File: src/rtl/capture_ctrl_if.sv
// Handshake and buffer-write bundle between capture_ctrl and its requester/consumer.
// master = requester/consumer side, slave = capture_ctrl.
interface capture_ctrl_if #(
  parameter int NDATA = 128
);
  localparam int CW = $clog2(NDATA);

  logic          start;
  logic          abort;
  logic          sample_tick;
  logic          trig;
  logic          data_ack;
  logic          buff_ena;
  logic [CW-1:0] buff_cnt;
  logic          busy;
  logic          data_valid;
  logic          overrun;
  logic [7:0]    frame_cnt;

  modport master (
    output start, abort, sample_tick, trig, data_ack,
    input  buff_ena, buff_cnt, busy, data_valid, overrun, frame_cnt
  );

  modport slave (
    input  start, abort, sample_tick, trig, data_ack,
    output buff_ena, buff_cnt, busy, data_valid, overrun, frame_cnt
  );
endinterface

File: src/rtl/capture_ctrl.sv
// Capture sequencer: turns a start request into NDATA buffer write strobes, then holds
// the frame under a valid/ack handshake. Optional trigger wait built with CAPTURE_TRIG_EN.
module capture_ctrl #(
  parameter  int NDATA = 128,
  localparam int CW    = $clog2(NDATA)
) (
  input  logic          clk,
  input  logic          rst,
  capture_ctrl_if.slave bus
);

`ifdef CAPTURE_TRIG_EN
  typedef enum logic [1:0] {
    IDLE      = 2'd0,
    WAIT_TRIG = 2'd1,
    CAPTURE   = 2'd2,
    HOLD      = 2'd3
  } state_e;
`else
  typedef enum logic [1:0] {
    IDLE    = 2'd0,
    CAPTURE = 2'd2,
    HOLD    = 2'd3
  } state_e;
`endif

  localparam logic [CW-1:0] LAST_IDX = CW'(NDATA - 1);

  state_e        state_q, state_d;
  logic [CW-1:0] idx_q, idx_d;
  logic          buff_ena_q, buff_ena_d;
  logic [CW-1:0] buff_cnt_q, buff_cnt_d;
  logic          data_valid_q, data_valid_d;
  logic          overrun_q, overrun_d;
  logic [7:0]    frame_cnt_q, frame_cnt_d;

`ifdef CAPTURE_TRIG_EN
  logic          prev_trig_q, prev_trig_d;
`else
  logic          unused_trig;
  assign unused_trig = bus.trig;
`endif

  always_comb begin
    state_d      = state_q;
    idx_d        = idx_q;
    buff_ena_d   = 1'b0;
    buff_cnt_d   = buff_cnt_q;
    data_valid_d = data_valid_q;
    overrun_d    = overrun_q;
    frame_cnt_d  = frame_cnt_q;
`ifdef CAPTURE_TRIG_EN
    prev_trig_d  = prev_trig_q;
`endif

    // abort outranks start, data_ack and the final tick alike
    if (bus.abort) begin
      state_d      = IDLE;
      idx_d        = '0;
      data_valid_d = 1'b0;
    end else begin
      unique case (state_q)
        IDLE: begin
          if (bus.start) begin
`ifdef CAPTURE_TRIG_EN
            state_d     = WAIT_TRIG;
            prev_trig_d = 1'b1;
`else
            state_d     = CAPTURE;
`endif
            idx_d       = '0;
            overrun_d   = 1'b0;
          end
        end
`ifdef CAPTURE_TRIG_EN
        WAIT_TRIG: begin
          // trigger tick itself is the first sample of the frame
          if (bus.sample_tick) begin
            prev_trig_d = bus.trig;
            if (bus.trig && !prev_trig_q) begin
              buff_ena_d = 1'b1;
              buff_cnt_d = '0;
              idx_d      = CW'(1);
              state_d    = CAPTURE;
            end
          end
        end
`endif
        CAPTURE: begin
          if (bus.sample_tick) begin
            buff_ena_d = 1'b1;
            buff_cnt_d = idx_q;
            if (idx_q == LAST_IDX) begin
              state_d      = HOLD;
              data_valid_d = 1'b1;
              idx_d        = '0;
            end else begin
              idx_d = idx_q + CW'(1);
            end
          end
        end
        HOLD: begin
          if (bus.sample_tick) overrun_d = 1'b1;
          if (bus.data_ack) begin
            data_valid_d = 1'b0;
            state_d      = IDLE;
            frame_cnt_d  = frame_cnt_q + 8'd1;
          end
        end
        default: state_d = IDLE;
      endcase
    end
  end

  always_ff @(posedge clk) begin
    if (rst) begin
      state_q      <= IDLE;
      idx_q        <= '0;
      buff_ena_q   <= 1'b0;
      buff_cnt_q   <= '0;
      data_valid_q <= 1'b0;
      overrun_q    <= 1'b0;
      frame_cnt_q  <= 8'd0;
`ifdef CAPTURE_TRIG_EN
      prev_trig_q  <= 1'b1;
`endif
    end else begin
      state_q      <= state_d;
      idx_q        <= idx_d;
      buff_ena_q   <= buff_ena_d;
      buff_cnt_q   <= buff_cnt_d;
      data_valid_q <= data_valid_d;
      overrun_q    <= overrun_d;
      frame_cnt_q  <= frame_cnt_d;
`ifdef CAPTURE_TRIG_EN
      prev_trig_q  <= prev_trig_d;
`endif
    end
  end

  assign bus.buff_ena   = buff_ena_q;
  assign bus.buff_cnt   = buff_cnt_q;
  assign bus.busy       = (state_q != IDLE);
  assign bus.data_valid = data_valid_q;
  assign bus.overrun    = overrun_q;
  assign bus.frame_cnt  = frame_cnt_q;

endmodule

File: src/flat_wrapper.sv
// flat-port wrapper written by rule: the top's interface ports become plain ports
module capture_ctrl_flat 
#(
  parameter  int NDATA = 128,
  localparam int CW    = $clog2(NDATA)
)
  (clk, rst, bus_start, bus_abort, bus_sample_tick, bus_trig, bus_data_ack, bus_buff_ena, bus_buff_cnt, bus_busy, bus_data_valid, bus_overrun, bus_frame_cnt);
  capture_ctrl_if #(.NDATA(NDATA)) bus_i ();
  input  logic clk;
  input  logic rst;
  input wire logic [$bits(bus_i.start)-1:0] bus_start;
  input wire logic [$bits(bus_i.abort)-1:0] bus_abort;
  input wire logic [$bits(bus_i.sample_tick)-1:0] bus_sample_tick;
  input wire logic [$bits(bus_i.trig)-1:0] bus_trig;
  input wire logic [$bits(bus_i.data_ack)-1:0] bus_data_ack;
  output wire logic [$bits(bus_i.buff_ena)-1:0] bus_buff_ena;
  output wire logic [$bits(bus_i.buff_cnt)-1:0] bus_buff_cnt;
  output wire logic [$bits(bus_i.busy)-1:0] bus_busy;
  output wire logic [$bits(bus_i.data_valid)-1:0] bus_data_valid;
  output wire logic [$bits(bus_i.overrun)-1:0] bus_overrun;
  output wire logic [$bits(bus_i.frame_cnt)-1:0] bus_frame_cnt;
  assign bus_i.start = bus_start;
  assign bus_i.abort = bus_abort;
  assign bus_i.sample_tick = bus_sample_tick;
  assign bus_i.trig = bus_trig;
  assign bus_i.data_ack = bus_data_ack;
  assign bus_buff_ena = bus_i.buff_ena;
  assign bus_buff_cnt = bus_i.buff_cnt;
  assign bus_busy = bus_i.busy;
  assign bus_data_valid = bus_i.data_valid;
  assign bus_overrun = bus_i.overrun;
  assign bus_frame_cnt = bus_i.frame_cnt;
  capture_ctrl #(.NDATA(NDATA)) u_core (.clk(clk), .rst(rst), .bus(bus_i));
endmodule
File: config.mk
export PLATFORM = sky130hd
export DESIGN_NAME = capture_ctrl_flat
export DESIGN_NICKNAME = d
export VERILOG_FILES = /design/src/rtl/capture_ctrl_if.sv /design/src/rtl/capture_ctrl.sv /design/src/flat_wrapper.sv
export SDC_FILE = /design/constraint.sdc
export NUM_CORES = 1
export LEC_CHECK = 0
export ABC_AREA = 1
export BUFFER_PORTS_ARGS = -buffer_cell sky130_fd_sc_hd__buf_4
export CORE_MARGIN = 2
export CORE_UTILIZATION = 53
export CTS_CLUSTER_DIAMETER = 200
export DETAILED_ROUTE_END_ITERATION = 6
export PLACE_DENSITY = 0.77
export RECOVER_POWER = 25
export SLEW_MARGIN = 5
export SYNTH_ARGS = -nofsm -noshare
export SYNTH_HDL_FRONTEND = slang
export SYNTH_SLANG_ARGS = --single-unit
File: constraint.sdc
create_clock -name clk -period 1.63 [get_ports clk]
set_input_delay 0.2445 -clock clk [delete_from_list [all_inputs] [get_ports clk]]
set_output_delay 0.2445 -clock clk [all_outputs]
set_load 0.02 [all_outputs]
==> results of run 1 <==
[worst max-delay path, delay by kind of cell, from the launching register on]
kind / cells / cell delay (ps)
adders and majority gates: 1 / 240
DFF: 1 / 340
and+or+nand+nor: 6 / 660
buffers and inverters: 2 / 180
[worst paths after layout]
path,end,cells after the start
max reg2reg,u_core.idx_q[5]$_SDFFE_PP0P_,9
max,u_core.idx_q[5]$_SDFFE_PP0P_,9
min reg2reg,u_core.bus.overrun$_SDFFE_PP0P_,2
min,u_core.bus.buff_ena$_SDFF_PP0_,2
[logic make-up (layout without fill, tap and decap cells)]
| logic type | after synthesis | after routing | synth area share |
|---|---|---|---|
| compound gates | 36 | 36 | 0.1393 |
| fa+ha+maj | 5 | 5 | 0.04771 |
| simple gates | 86 | 86 | 0.2920 |
| flops | 27 | 27 | 0.4122 |
| buf+inv | 36 | 64 | 0.1088 |
[routing by layer]
metal,part of all wire,vias to the layer above
li1,-,661
met1,0.46,529
met2,0.49,20
met3,0.029,5
met4,0.020,0
met5,0,-
[flip-flops by register name, summed over array words and instances, names as in the netlist]
register,flops
u_core.bus.buff_ena,1
u_core.idx_q,7
u_core.bus.overrun,1
u_core.bus.frame_cnt,8
u_core.bus.data_valid,1
u_core.state_q,2
u_core.bus.buff_cnt,7
[final cells by class]
cell class	count	area, sq um
tap	30	37.54
multi-input combinational	127	630.6
sequential	27	540.5
inverter	34	127.6
timing repair buffer	26	166.4
fill	230	877.1
clock buffer	3	22.52
clock inverter	1	7.507
[cells in the final DEF (no fill, tap or decap), drive strengths merged]
master and count:
nor3 3, clkbuf 14, buf 15, o21ai 17, o21bai 1, nor3b 1
inv 34, nand2 43, dfxtp 27, nand3 19, a21oi 18, clkinvlp 1
nor2 20, ha 5
[cell usage after synthesis]
| cell | number |
|---|---|
| sky130_fd_sc_hd__nor2_4 | 1 |
| sky130_fd_sc_hd__buf_6 | 1 |
| sky130_fd_sc_hd__nor3b_1 | 1 |
| sky130_fd_sc_hd__ha_1 | 5 |
| sky130_fd_sc_hd__o21ai_0 | 17 |
| sky130_fd_sc_hd__nor3_4 | 1 |
| sky130_fd_sc_hd__nand3_1 | 18 |
| sky130_fd_sc_hd__nor2_1 | 19 |
| sky130_fd_sc_hd__dfxtp_1 | 27 |
| sky130_fd_sc_hd__nor3_1 | 1 |
| sky130_fd_sc_hd__a21oi_1 | 18 |
| sky130_fd_sc_hd__nand2_1 | 43 |
| sky130_fd_sc_hd__nand3_2 | 1 |
| sky130_fd_sc_hd__nor3_2 | 1 |
| sky130_fd_sc_hd__buf_1 | 1 |
| sky130_fd_sc_hd__inv_1 | 33 |
| sky130_fd_sc_hd__o21bai_1 | 1 |
| sky130_fd_sc_hd__inv_2 | 1 |
[repair_timing]
item	in CTS	in global routing
endpoints found under the setup margin	0	13
resized for setup	0	1
setup buffers	0	1
[where the power goes]
group / leakage (nW) / switching (mW) / internal [mW]
registers: 0.218 / 0.00851 / 0.675
clock network: 0.0139 / 0.211 / 0.0943
logic: 0.437 / 0.106 / 0.0538
total: 0.669 / 0.326 / 0.823
==> impl_table.tex, run 1 <==
\begin{tabular}{lr}
\hline
Metric & Value \\
\hline
\multicolumn{2}{l}{\textbf{Clock tree}} \\
Number of buffers between clock root and the deepest sink & 2 \\
Clock Sinks & 27 \\
Number of hold buffers added after cts & 0 \\
Clock latency on the worst-skew pair & 340 ps \\
Reg clk slew, reported paths & between 150 and 200 ps \\
CTS tree & built \\
H-Tree Depth & 1 \\
CTS Buf Count & 3 \\
Root Buffer & sky130\_fd\_sc\_hd\_\_clkbuf\_4 \\
\multicolumn{2}{l}{\textbf{STA}} \\
Final sum of negative setup slack & 0 ps \\
Final Critical Period & approximately 1500 ps \\
Worst Hold Margin & between 100 and 150 ps \\
Final critical-path setup slack & approximately 110 ps \\
Unrepaired setup endpoints after global routing & no \\
Portion of the clock cycle consumed by the worst path in the final layout & 0.9315 \\
Layout Skew & $\sim$9.8 ps \\
Setup-failing EPs final & 0 \\
Actual transition at the worst max-transition pin & $\sim$380 ps \\
Hold violation total from the final report & 0 \\
Worst slew margin relative to its limit & 0.7488 \\
Max-slew violation count & 0 \\
Maximum clock frequency & $\sim$0.66 GHz \\
\multicolumn{2}{l}{\textbf{GRT}} \\
Met2 track utilization from global routing & 0.3882 \\
Pin count of the biggest net entering global routing & 17 \\
First-pass GRT wire length & about 4300 microns \\
Total congestion overflow after global routing & 0 \\
Global routing usage summed across all routing layers & 0.2071 \\
Number of global-route vias before repair & 1074 \\
Met1 track demand over resource in global routing & 0.2209 \\
Initial antenna violation count & 0 \\
Most heavily used metal layer in global routing & met2 \\
Grt met3 use & 0.03333 \\
\multicolumn{2}{l}{\textbf{Power}} \\
Leakage power figure & between 0.6 and 0.7 nW \\
Pwr Density & $\sim$750 nW/um\^{}2 \\
Maximum ir drop on the vdd rail & 637.7 uV \\
Power Total & 1.149 mW \\
\multicolumn{2}{l}{\textbf{Place}} \\
Placed Instances & 243 \\
Half-perimeter wire length after placement & a little over 2000 microns \\
Post-placement cell area & between 1500 and 2000 sq um \\
Final RePlAce weighted congestion & about 0.87 \\
Dpl ws & between 100 and 150 ps \\
Number of buffers inserted by port buffering & 24 \\
\multicolumn{2}{l}{\textbf{Routing}} \\
Initial drt markers & 18 \\
WL per Instance & between 10 and 15 microns \\
Total detailed-routing wirelength & around 2700 microns \\
Routed via count divided by cell count & around 4.9 \\
Pre-Repair DR Iteration Count & 4 \\
Antenna-violating nets left & 0 \\
Via count & between 1000 and 1500 \\
Drc violations & 0 \\
\multicolumn{2}{l}{\textbf{Synthesis}} \\
Synth warnings & 0 \\
Number of storage elements in the synthesis netlist & 27 \\
Top cells by area in the synthesized netlist & sky130\_fd\_sc\_hd\_\_dfxtp\_1 41\%, sky130\_fd\_sc\_hd\_\_nand2\_1 12\%, sky130\_fd\_sc\_hd\_\_inv\_1 9.4\% \\
Number of distinct standard cells referenced by the synthesized netlist & 18 \\
Top cell type by total area after synthesis & sky130\_fd\_sc\_hd\_\_dfxtp\_1 \\
Net count after synthesis & between 200 and 250 \\
Share of the synthesized area in the top cell type & 0.4122 \\
Share of the yosys chip area belonging to registers & 0.4122 \\
Post-synthesis instance area & 1311 sq um \\
Post-synthesis area per instance & roughly 7 sq um \\
Synthesized netlist cell count & 190 \\
\multicolumn{2}{l}{\textbf{Setup path}} \\
Crit path cell chain & inv\_1 -> ha\_1 -> inv\_2 -> nand2\_1 -> nand3\_1 -> nor2\_1 -> nand3\_1 -> nand2\_1 -> nor2\_1 \\
Launching point of the worst reg2reg path & u\_core.state\_q[0]\$\_SDFFE\_PP0P\_ \\
Cell at the slowest stage of the critical path & sky130\_fd\_sc\_hd\_\_dfxtp\_1 \\
Worst setup path class & flop to flop \\
Element type at the critical path end & flop \\
Reg-to-reg slack, setup & 110 ps \\
Required time reported for the critical path endpoint & between 1500 and 2000 ps \\
Worst EP arrival & 1760 ps \\
Startpoint of the worst setup timing path & u\_core.state\_q[0]\$\_SDFFE\_PP0P\_ \\
Highest net fanout along the worst path & 6 \\
Crit path launch type & flop \\
Largest incremental delay on the critical path & 340 ps \\
\multicolumn{2}{l}{\textbf{Run status}} \\
Result of the run & completed \\
\multicolumn{2}{l}{\textbf{Run}} \\
Number of violations of the max-capacitance limit & 0 \\
\multicolumn{2}{l}{\textbf{Die}} \\
Horiz. Die Dim & roughly 54 microns \\
Io pins & 26 \\
Initial core utilization & 0.5441 \\
Site Rows & 18 \\
Area of the core & 2410 sq um \\
Die footprint & roughly 2900 sq um \\
Die height & between 50 and 60 microns \\
\multicolumn{2}{l}{\textbf{Layout}} \\
Signed area change from the synthesized netlist to the final layout & 16.89\% \\
Area of all placed cells without fillers & approximately 1500 sq um \\
Share of cells above drive strength 1 & 0.1147 \\
Finished Core Util & 0.6360 \\
Number of diodes added for antenna fixing & 0 \\
Final-stage net count & around 230 \\
Number of standard cells in the layout, taps in and fillers out & 248 \\
\multicolumn{2}{l}{\textbf{Min path}} \\
Hold Path Class & input port to flop \\
Min-Delay Startpoint & rst \\
\hline
\end{tabular}
No activity file was read; power rests on OpenSTA's default activity.
==> inputs of run 2 (changes only) <==
--- a/config.mk
+++ b/config.mk
@@ -8,10 +8,9 @@
 export ABC_AREA = 1
 export BUFFER_PORTS_ARGS = -buffer_cell sky130_fd_sc_hd__buf_4
 export CORE_MARGIN = 2
-export CORE_UTILIZATION = 53
+export CORE_UTILIZATION = 40
 export CTS_CLUSTER_DIAMETER = 200
 export DETAILED_ROUTE_END_ITERATION = 6
-export PLACE_DENSITY = 0.77
 export RECOVER_POWER = 25
 export SLEW_MARGIN = 5
 export SYNTH_ARGS = -nofsm -noshare
==> constraint.sdc (replaced) <==
create_clock -name clk -period 1.7 [get_ports clk]
set_input_delay 0.255 -clock clk [delete_from_list [all_inputs] [get_ports clk]]
set_output_delay 0.255 -clock clk [all_outputs]
set_load 0.02 [all_outputs]
==> run 2 against run 1 <==
Final cell count up 5.2%. Register-to-register slack improved by 80 ps. Die area grew 30%. Core utilization is 13 points lower. Count of clock-buffer cells in the layout stayed put. Largest cell class unchanged. Routed wire length increased by 1.6%.
==> impl_table.tex, run 2 (synthesis gave the netlist of run 1 again) <==
\begin{tabular}{lr}
\hline
Metric & Value \\
\hline
\multicolumn{2}{l}{\textbf{Layout}} \\
Multi-input logic area & 630.6 sq um (unchanged) \\
Most common cell after layout, fill and taps aside & sky130\_fd\_sc\_hd\_\_nand2\_1 \\
Share of cells above drive strength 1 & 0.1106 (-0.004080) \\
Number of standard cells in the layout, taps in and fillers out & 261 (+5.2\%) \\
Number of diodes added for antenna fixing & 0 (unchanged) \\
Total of fill cells in the finished design & 323 (+40\%) \\
Sequential cell area & 540.5 sq um (unchanged) \\
Finished Core Util & 0.5012 (-0.1348) \\
Most frequent cells in the layout & 42 x sky130\_fd\_sc\_hd\_\_nand2\_1, 33 x sky130\_fd\_sc\_hd\_\_inv\_1, 27 x sky130\_fd\_sc\_hd\_\_dfxtp\_1 \\
Final-stage net count & 230 (-0.43\%) \\
Max reg flops & 8 (unchanged) \\
Signed area change from the synthesized netlist to the final layout & 17.65\% \\
\multicolumn{2}{l}{\textbf{Routing}} \\
Total detailed-routing wirelength & 2748 microns (+1.6\%) \\
WL per Instance & 10.53 microns (-3.4\%) \\
Routed via count divided by cell count & 4.659 (-4.9\%) \\
Initial drt markers & 37 (+19) \\
Pre-Repair DR Iteration Count & 4 (unchanged) \\
Drc violations & 0 (unchanged) \\
Antenna-violating nets left & 0 (unchanged) \\
Via count & 1216 (+0.082\%) \\
\multicolumn{2}{l}{\textbf{GRT}} \\
Pin count of the biggest net entering global routing & 17 (unchanged) \\
First-pass GRT wire length & 4636 microns (+8.7\%) \\
Global routing usage summed across all routing layers & 0.1634 (-0.04374) \\
Number of global-route vias before repair & 1125 (+4.7\%) \\
Total congestion overflow after global routing & 0 (unchanged) \\
Initial antenna violation count & 0 (unchanged) \\
\multicolumn{2}{l}{\textbf{Clock tree}} \\
Clock latency on the worst-skew pair & 340 ps (about the same) \\
Root Buffer & sky130\_fd\_sc\_hd\_\_clkbuf\_4 \\
CTS Buf Count & 3 (unchanged) \\
Number of hold buffers added after cts & 0 (unchanged) \\
Number of buffers between clock root and the deepest sink & 2 (unchanged) \\
Clock Sinks & 27 (unchanged) \\
Reg clk slew, reported paths & 160 ps (about the same) \\
CTS tree & built \\
H-Tree Depth & 1 (unchanged) \\
\multicolumn{2}{l}{\textbf{Place}} \\
Placed Instances & 256 (+5.3\%) \\
Half-perimeter wire length after placement & 2102 microns (+1.5\%) \\
Number of buffers inserted by port buffering & 24 (unchanged) \\
Final RePlAce weighted congestion & 0.7918 (-9.4\%) \\
\multicolumn{2}{l}{\textbf{STA}} \\
Hold violation total from the final report & 0 (unchanged) \\
Layout Skew & 7.975 ps (-1.801 ps) \\
Final sum of negative setup slack & 0 ps (unchanged) \\
Portion of the clock cycle consumed by the worst path in the final layout & 0.8883 \\
Max-slew violation count & 0 (unchanged) \\
Worst slew margin relative to its limit & 0.7244 (-0.02441) \\
Unrepaired setup endpoints after global routing & no \\
Setup-failing EPs final & 0 (unchanged) \\
Actual transition at the worst max-transition pin & 411.9 ps (+36.48 ps) \\
Maximum clock frequency & between 0.6 and 0.7 GHz \\
Final Critical Period & about 1500 ps \\
\multicolumn{2}{l}{\textbf{Die}} \\
Die footprint & 3752 sq um (+30\%) \\
Initial core utilization & 0.4260 (-0.1181) \\
Die height & 61.26 microns (+14\%) \\
Io pins & 26 (unchanged) \\
Area of the core & 3078 sq um (+28\%) \\
Horiz. Die Dim & 61.26 microns (+14\%) \\
Site Rows & 20 (+2) \\
\multicolumn{2}{l}{\textbf{Min path}} \\
Min-Delay Startpoint & rst \\
Worst Hold Path Cells & 2 (unchanged) \\
Hold Path Class & input port to flop \\
Worst hold endpoint & u\_core.bus.frame\_cnt[7]\$\_SDFFE\_PP0P\_ \\
\multicolumn{2}{l}{\textbf{Power}} \\
Maximum ir drop on the vdd rail & 378.3 uV (-41\%) \\
Leakage power figure & 0.6649 nW (-0.62\%) \\
Pwr Density & 715.5 nW/um\^{}2 (-4.5\%) \\
\multicolumn{2}{l}{\textbf{Setup path}} \\
Largest incremental delay on the critical path & 370 ps (+30 ps) \\
Crit path launch type & flop \\
Most used cell, CP & sky130\_fd\_sc\_hd\_\_inv\_1 \\
Critical path buffers and inverters & 3 (+1) \\
Element type at the critical path end & primary output \\
Critical R2R Capture & u\_core.idx\_q[5]\$\_SDFFE\_PP0P\_ \\
Required time reported for the critical path endpoint & 1440 ps (-430 ps) \\
Reg-to-reg slack, setup & 190 ps (+80 ps) \\
R2R depth & 8 (-1) \\
Worst EP arrival & 1260 ps (-500 ps) \\
Crit path cell chain & inv\_1 -> ha\_1 -> inv\_1 -> buf\_4 \\
Launching point of the worst reg2reg path & u\_core.state\_q[0]\$\_SDFFE\_PP0P\_ \\
Cell at the slowest stage of the critical path & sky130\_fd\_sc\_hd\_\_dfxtp\_1 \\
Worst setup path class & flop to primary output \\
Highest net fanout along the worst path & 3 (-3) \\
Family of cells with the greatest summed delay on the critical path & flip-flops \\
\multicolumn{2}{l}{\textbf{Run status}} \\
Result of the run & completed \\
\multicolumn{2}{l}{\textbf{Run}} \\
Number of violations of the max-capacitance limit & 0 (unchanged) \\
\hline
\end{tabular}
[run 2: changes by cell type in the layout (fill, tap and decap cells not counted)]
| cell | before | now |
|---|---|---|
| sky130_fd_sc_hd__buf_4 | 14 | 13 |
[run 2: final cells by class]
class	instances	area share
multi-input combinational	127	0.4088
sequential	27	0.3504
timing repair buffer	25	0.1030
inverter	34	0.08272
tap	44	0.03569
clock buffer	3	0.01460
clock inverter	1	0.004866
[run 2: how the worst max path moves through the flow]
stage,startpoint,end,slack (ps),depth (start not counted)
CTS,u_core.state_q[0]$_SDFFE_PP0P_,u_core.bus.buff_cnt[6]$_SDFFE_PP0P_,170,7
global route,u_core.state_q[0]$_SDFFE_PP0P_,u_core.idx_q[5]$_SDFFE_PP0P_,10,8
detailed placement,u_core.state_q[0]$_SDFFE_PP0P_,u_core.bus.buff_cnt[6]$_SDFFE_PP0P_,200,7
global placement,u_core.state_q[0]$_SDFFE_PP0P_,u_core.bus.buff_cnt[6]$_SDFFE_PP0P_,210,7
finish,u_core.state_q[0]$_SDFFE_PP0P_,bus_busy,190,4
floorplan,u_core.state_q[0]$_SDFFE_PP0P_,u_core.idx_q[2]$_SDFFE_PP0P_,340,9
[run 2: worst reg2reg max path: stages, from the launching register on]
cell	delay [ps]
sky130_fd_sc_hd__dfxtp_1	370
sky130_fd_sc_hd__inv_1	70
sky130_fd_sc_hd__ha_1	230
sky130_fd_sc_hd__nand2_1	160
sky130_fd_sc_hd__nand3_1	210
sky130_fd_sc_hd__nor2_1	190
sky130_fd_sc_hd__nand3_1	80
sky130_fd_sc_hd__nand2_1	70
sky130_fd_sc_hd__nor2_1	40
[run 2: metrics by stage]
step,setup slack (ps),hold slack [ps],power [mW],instance area (sq um)
5_1_grt,11.12,118.2,1.161,1543
3_5_place_dp,195.0,438.4,0.8236,1531
6_report,189.8,110.5,1.104,1543
4_1_cts,169.0,101.6,1.119,1562
3_3_place_gp,212.6,435.3,0.8206,1531
2_1_floorplan,337.6,324.1,0.7730,1311
[run 2: repair_timing]
action,4_1_cts,5_1_grt
setup endpoints to repair,0,7
resized for setup,0,1
buffers inserted,0,1
[run 2: metal layers]
layer	up-vias	global-route usage	share of wire
met5	-	0	0
met4	0	0.05590	0.0098
met3	4	0.02521	0.025
met2	17	0.2918	0.49
met1	538	0.1990	0.47
li1	657	-	-
[run 2: power breakdown]
part           internal [mW]  total, mW  switching, mW
Combinational         0.0515      0.152          0.101
Clock                 0.0902      0.296          0.206
Sequential             0.647      0.656        0.00837
Total                  0.789       1.10          0.315
==> inputs of run 3 (changes only) <==
--- a/config.mk
+++ b/config.mk
@@ -5,7 +5,6 @@
 export SDC_FILE = /design/constraint.sdc
 export NUM_CORES = 1
 export LEC_CHECK = 0
-export ABC_AREA = 1
 export BUFFER_PORTS_ARGS = -buffer_cell sky130_fd_sc_hd__buf_4
 export CORE_MARGIN = 2
 export CORE_UTILIZATION = 40
==> run 3 against run 2 <==
Worst setup slack got worse by 120 ps. Global-route usage decreased by 0.90 points. Clock skew decreased by 6.8 ps. Clock power decreased by 5%. Sequential share of layout area increased by 1.3 points. Area after synthesis decreased by 5.1%. Core utilization decreased by 0.33 points. Final area decreased by 3.1%. Synthesized cell count decreased by 29%. Largest power group unchanged.
==> impl_table.tex, run 3 <==
\begin{tabular}{lr}
\hline
Metric & Value \\
\hline
\multicolumn{2}{l}{\textbf{Run status}} \\
Result of the run & completed \\
\multicolumn{2}{l}{\textbf{Power}} \\
Internal Power & 0.7658 mW (-2.9\%) \\
Power spent charging and discharging nets & 0.2455 mW (-22\%) \\
Leakage power figure & 0.6716 nW (+1.0\%) \\
Pwr Density & 676.4 nW/um\^{}2 (-5.5\%) \\
Power Total & 1.011 mW (-8.4\%) \\
Proportion of power drawn by the clock network & 0.277 (+0.009) \\
Combinational cell fraction of total power & 0.090 (-0.048) \\
Seq pwr share & 0.633 (+0.039) \\
Maximum ir drop on the vdd rail & 307.6 uV (-19\%) \\
Switching portion of total power & 0.2428 (-0.04238) \\
\multicolumn{2}{l}{\textbf{Routing}} \\
Drc violations & 0 (unchanged) \\
Via count & 1060 (-13\%) \\
Initial drt markers & 31 (-16\%) \\
Pre-Repair DR Iteration Count & 4 (unchanged) \\
Total detailed-routing wirelength & 2551 microns (-7.2\%) \\
Routed via count divided by cell count & 5.327 (+14\%) \\
WL per Instance & 12.82 microns (+22\%) \\
Antenna-violating nets left & 0 (unchanged) \\
\multicolumn{2}{l}{\textbf{Setup path}} \\
Highest net fanout along the worst path & 8 (+5) \\
Critical path buffers and inverters & 1 (-2) \\
Required time reported for the critical path endpoint & 1970 ps (+530 ps) \\
Crit path cell chain & inv\_1 -> ha\_1 -> mux2\_4 -> nand2\_4 -> or4\_1 -> a21oi\_2 \\
Crit path launch type & flop \\
Largest incremental delay on the critical path & 490 ps (+120 ps) \\
Element type at the critical path end & flop \\
Cell at the slowest stage of the critical path & sky130\_fd\_sc\_hd\_\_or4\_1 \\
Worst EP arrival & 1900 ps (+640 ps) \\
Family of cells with the greatest summed delay on the critical path & simple AND/OR/NAND/NOR gates \\
Worst setup path class & flop to flop \\
\multicolumn{2}{l}{\textbf{Synthesis}} \\
Share of the yosys chip area belonging to registers & 0.4342 (+0.02196) \\
Number of storage elements in the synthesis netlist & 27 (unchanged) \\
Top cell type by total area after synthesis & sky130\_fd\_sc\_hd\_\_dfxtp\_1 \\
Net count after synthesis & 147 (-27\%) \\
Synthesized netlist cell count & 135 (-29\%) \\
Top cells by area in the synthesized netlist & sky130\_fd\_sc\_hd\_\_dfxtp\_1 43\%, sky130\_fd\_sc\_hd\_\_nor2\_1 6.6\%, sky130\_fd\_sc\_hd\_\_xor2\_1 6.3\% \\
Post-synthesis instance area & 1245 sq um (-5.1\%) \\
Share of the synthesized area in the top cell type & 0.4342 (+0.02196) \\
Cell with the most instances after synthesis & sky130\_fd\_sc\_hd\_\_dfxtp\_1 \\
Synth warnings & 0 (unchanged) \\
Number of distinct standard cells referenced by the synthesized netlist & 39 (+21) \\
EDFF count, synth & 0 (unchanged) \\
Top flip-flop cell by instance count after synthesis & sky130\_fd\_sc\_hd\_\_dfxtp\_1 \\
Async set or reset register ratio after synthesis & 0 (unchanged) \\
Most instantiated cells after synthesis & 27 x sky130\_fd\_sc\_hd\_\_dfxtp\_1, 22 x sky130\_fd\_sc\_hd\_\_nor2\_1, 11 x sky130\_fd\_sc\_hd\_\_nand2\_1 \\
Post-synthesis area per instance & 9.222 sq um (+34\%) \\
\multicolumn{2}{l}{\textbf{Layout}} \\
Most common cell after layout, fill and taps aside & sky130\_fd\_sc\_hd\_\_dfxtp\_1 \\
Max reg flops & 8 (unchanged) \\
Final-stage net count & 179 (-22\%) \\
Most frequent cells in the layout & 25 x sky130\_fd\_sc\_hd\_\_dfxtp\_1, 22 x sky130\_fd\_sc\_hd\_\_nor2\_1, 21 x sky130\_fd\_sc\_hd\_\_buf\_4 \\
Finished Core Util & 0.4979 (-0.003303) \\
Number of diodes added for antenna fixing & 0 (unchanged) \\
Signed area change from the synthesized netlist to the final layout & 20.10\% \\
Share of cells above drive strength 1 & 0.2229 (+0.1123) \\
\multicolumn{2}{l}{\textbf{GRT}} \\
Total congestion overflow after global routing & 0 (unchanged) \\
Pin count of the biggest net entering global routing & 20 (+3) \\
Global routing usage summed across all routing layers & 0.1544 (-0.009036) \\
Number of global-route vias before repair & 970 (-14\%) \\
First-pass GRT wire length & 4271 microns (-7.9\%) \\
Initial antenna violation count & 0 (unchanged) \\
\multicolumn{2}{l}{\textbf{Run}} \\
Number of violations of the max-capacitance limit & 0 (unchanged) \\
\multicolumn{2}{l}{\textbf{Clock tree}} \\
CTS Buf Count & 3 (unchanged) \\
Number of buffers between clock root and the deepest sink & 2 (unchanged) \\
Number of hold buffers added after cts & 0 (unchanged) \\
Reg clk slew, reported paths & 140 ps (-20 ps) \\
Root Buffer & sky130\_fd\_sc\_hd\_\_clkbuf\_4 \\
H-Tree Depth & 1 (unchanged) \\
Clock latency on the worst-skew pair & 320 ps (-20 ps) \\
Clock Sinks & 27 (unchanged) \\
CTS tree & built \\
\multicolumn{2}{l}{\textbf{STA}} \\
Worst slew margin relative to its limit & 0.8017 (+0.07732) \\
Setup-failing EPs final & 0 (unchanged) \\
Max-slew violation count & 0 (unchanged) \\
Hold violation total from the final report & 0 (unchanged) \\
Maximum clock frequency & 0.6147 GHz (-7.2\%) \\
Worst Hold Margin & 111.9 ps (+1.366 ps) \\
Portion of the clock cycle consumed by the worst path in the final layout & 0.9569 (+0.06859) \\
Final Critical Period & 1627 ps (+116.6 ps) \\
Layout Skew & 1.208 ps (-6.767 ps) \\
Actual transition at the worst max-transition pin & 296.7 ps (-115.2 ps) \\
\multicolumn{2}{l}{\textbf{Die}} \\
Io pins & 26 (unchanged) \\
Site Rows & 20 (unchanged) \\
Initial core utilization & 0.4146 (-0.01143) \\
Die footprint & 3575 sq um (-4.7\%) \\
Area of the core & 3003 sq um (-2.4\%) \\
Horiz. Die Dim & 59.79 microns (-2.4\%) \\
Die height & 59.79 microns (-2.4\%) \\
\multicolumn{2}{l}{\textbf{Place}} \\
Final RePlAce weighted congestion & 0.7753 (-2.1\%) \\
Number of buffers inserted by port buffering & 24 (unchanged) \\
Half-perimeter wire length after placement & 1913 microns (-9.0\%) \\
\multicolumn{2}{l}{\textbf{Min path}} \\
Hold Path Class & input port to flop \\
\hline
\end{tabular}
[run 3: cell types whose count changed after synthesis, sizes merged, moves of 3 or more]
cell	before	now
xor2	0	9
a21oi	18	6
nor3	3	0
mux2i	0	7
and2	0	4
inv	34	4
nand2	43	12
nand4	0	6
nand3	19	3
o21ai	17	3
clkbuf	0	3
[run 3: per-layer routing]
metal  share of wire  vias to the layer above  wire [microns]  global-route usage
li1                -                      532               -                   -
met1            0.47                      500            1197              0.1984
met2            0.48                       24            1214              0.2624
met3           0.042                        4             108             0.02597
met4           0.012                        0              31             0.04762
met5               0                        -               0                   0
[run 3: final cells by class]
type	instances	area (sq um)
Fill cell	308	1508
Multi-Input combinational cell	99	669.4
Sequential cell	27	543.0
Timing Repair Buffer	32	198.9
Tap cell	33	41.29
Clock buffer	3	22.52
Inverter	4	15.01
Clock inverter	1	5.005
[run 3: timing repair]
action                                 CTS  global route
setup endpoints to repair                0             3
gates resized for setup                  0             5
endpoints found under the hold margin    0             0
setup buffers                            0             0
[run 3: power groups by stage]
stage	clock (mW)	combinational (mW)	sequential [mW]
after global routing	0.322	0.101	0.642
after CTS	0.293	0.0917	0.641
after floorplan	0	0.0552	0.656
after detailed placement	0	0.0915	0.654
final	0.280	0.0909	0.641
after global placement	0	0.0891	0.654
[run 3: cells by family (layout without fill, tap and decap cells)]
family                     Yosys count  count (layout)  share of synthesized area
muxes                                8               8                    0.06834
AOI/OAI and AO/OA                   18              18                     0.1005
adders and majority gates            5               5                    0.05025
DFF                                 27              27                     0.4342
and+or+nand+nor                     58              58                     0.2422
xor gates and xnor gates            10              10                    0.07036
buffers and inverters                9              40                    0.03416
[run 3: path summary, 6_finish.rpt]
| path | start | endpoint | slack (ps) | depth (start not counted) |
|---|---|---|---|---|
| worst max register to register | u_core.state_q[0]$_SDFFE_PP0P_ | u_core.idx_q[3]$_SDFFE_PP0P_ | 70 | 6 |
| worst min-delay path | bus_abort | u_core.bus.data_valid$_SDFFE_PP0P_ | 110 | 2 |
| worst max-delay path | u_core.state_q[0]$_SDFFE_PP0P_ | u_core.idx_q[3]$_SDFFE_PP0P_ | 70 | 6 |
| worst min register to register | u_core.bus.buff_cnt[4]$_SDFFE_PP0P_ | u_core.bus.buff_cnt[4]$_SDFFE_PP0P_ | 520 | 2 |
[run 3: stage by stage]
stage	std cells	area, sq um	worst slack (ps)	setup TNS (ps)
final	199	1495	73.21	0
after global routing	199	1495	-6.371	-6.371
after CTS	199	1526	38.49	0
after detailed placement	195	1499	54.77	0
after global placement	195	1499	99.99	0
after floorplan	135	1245	57.51	0
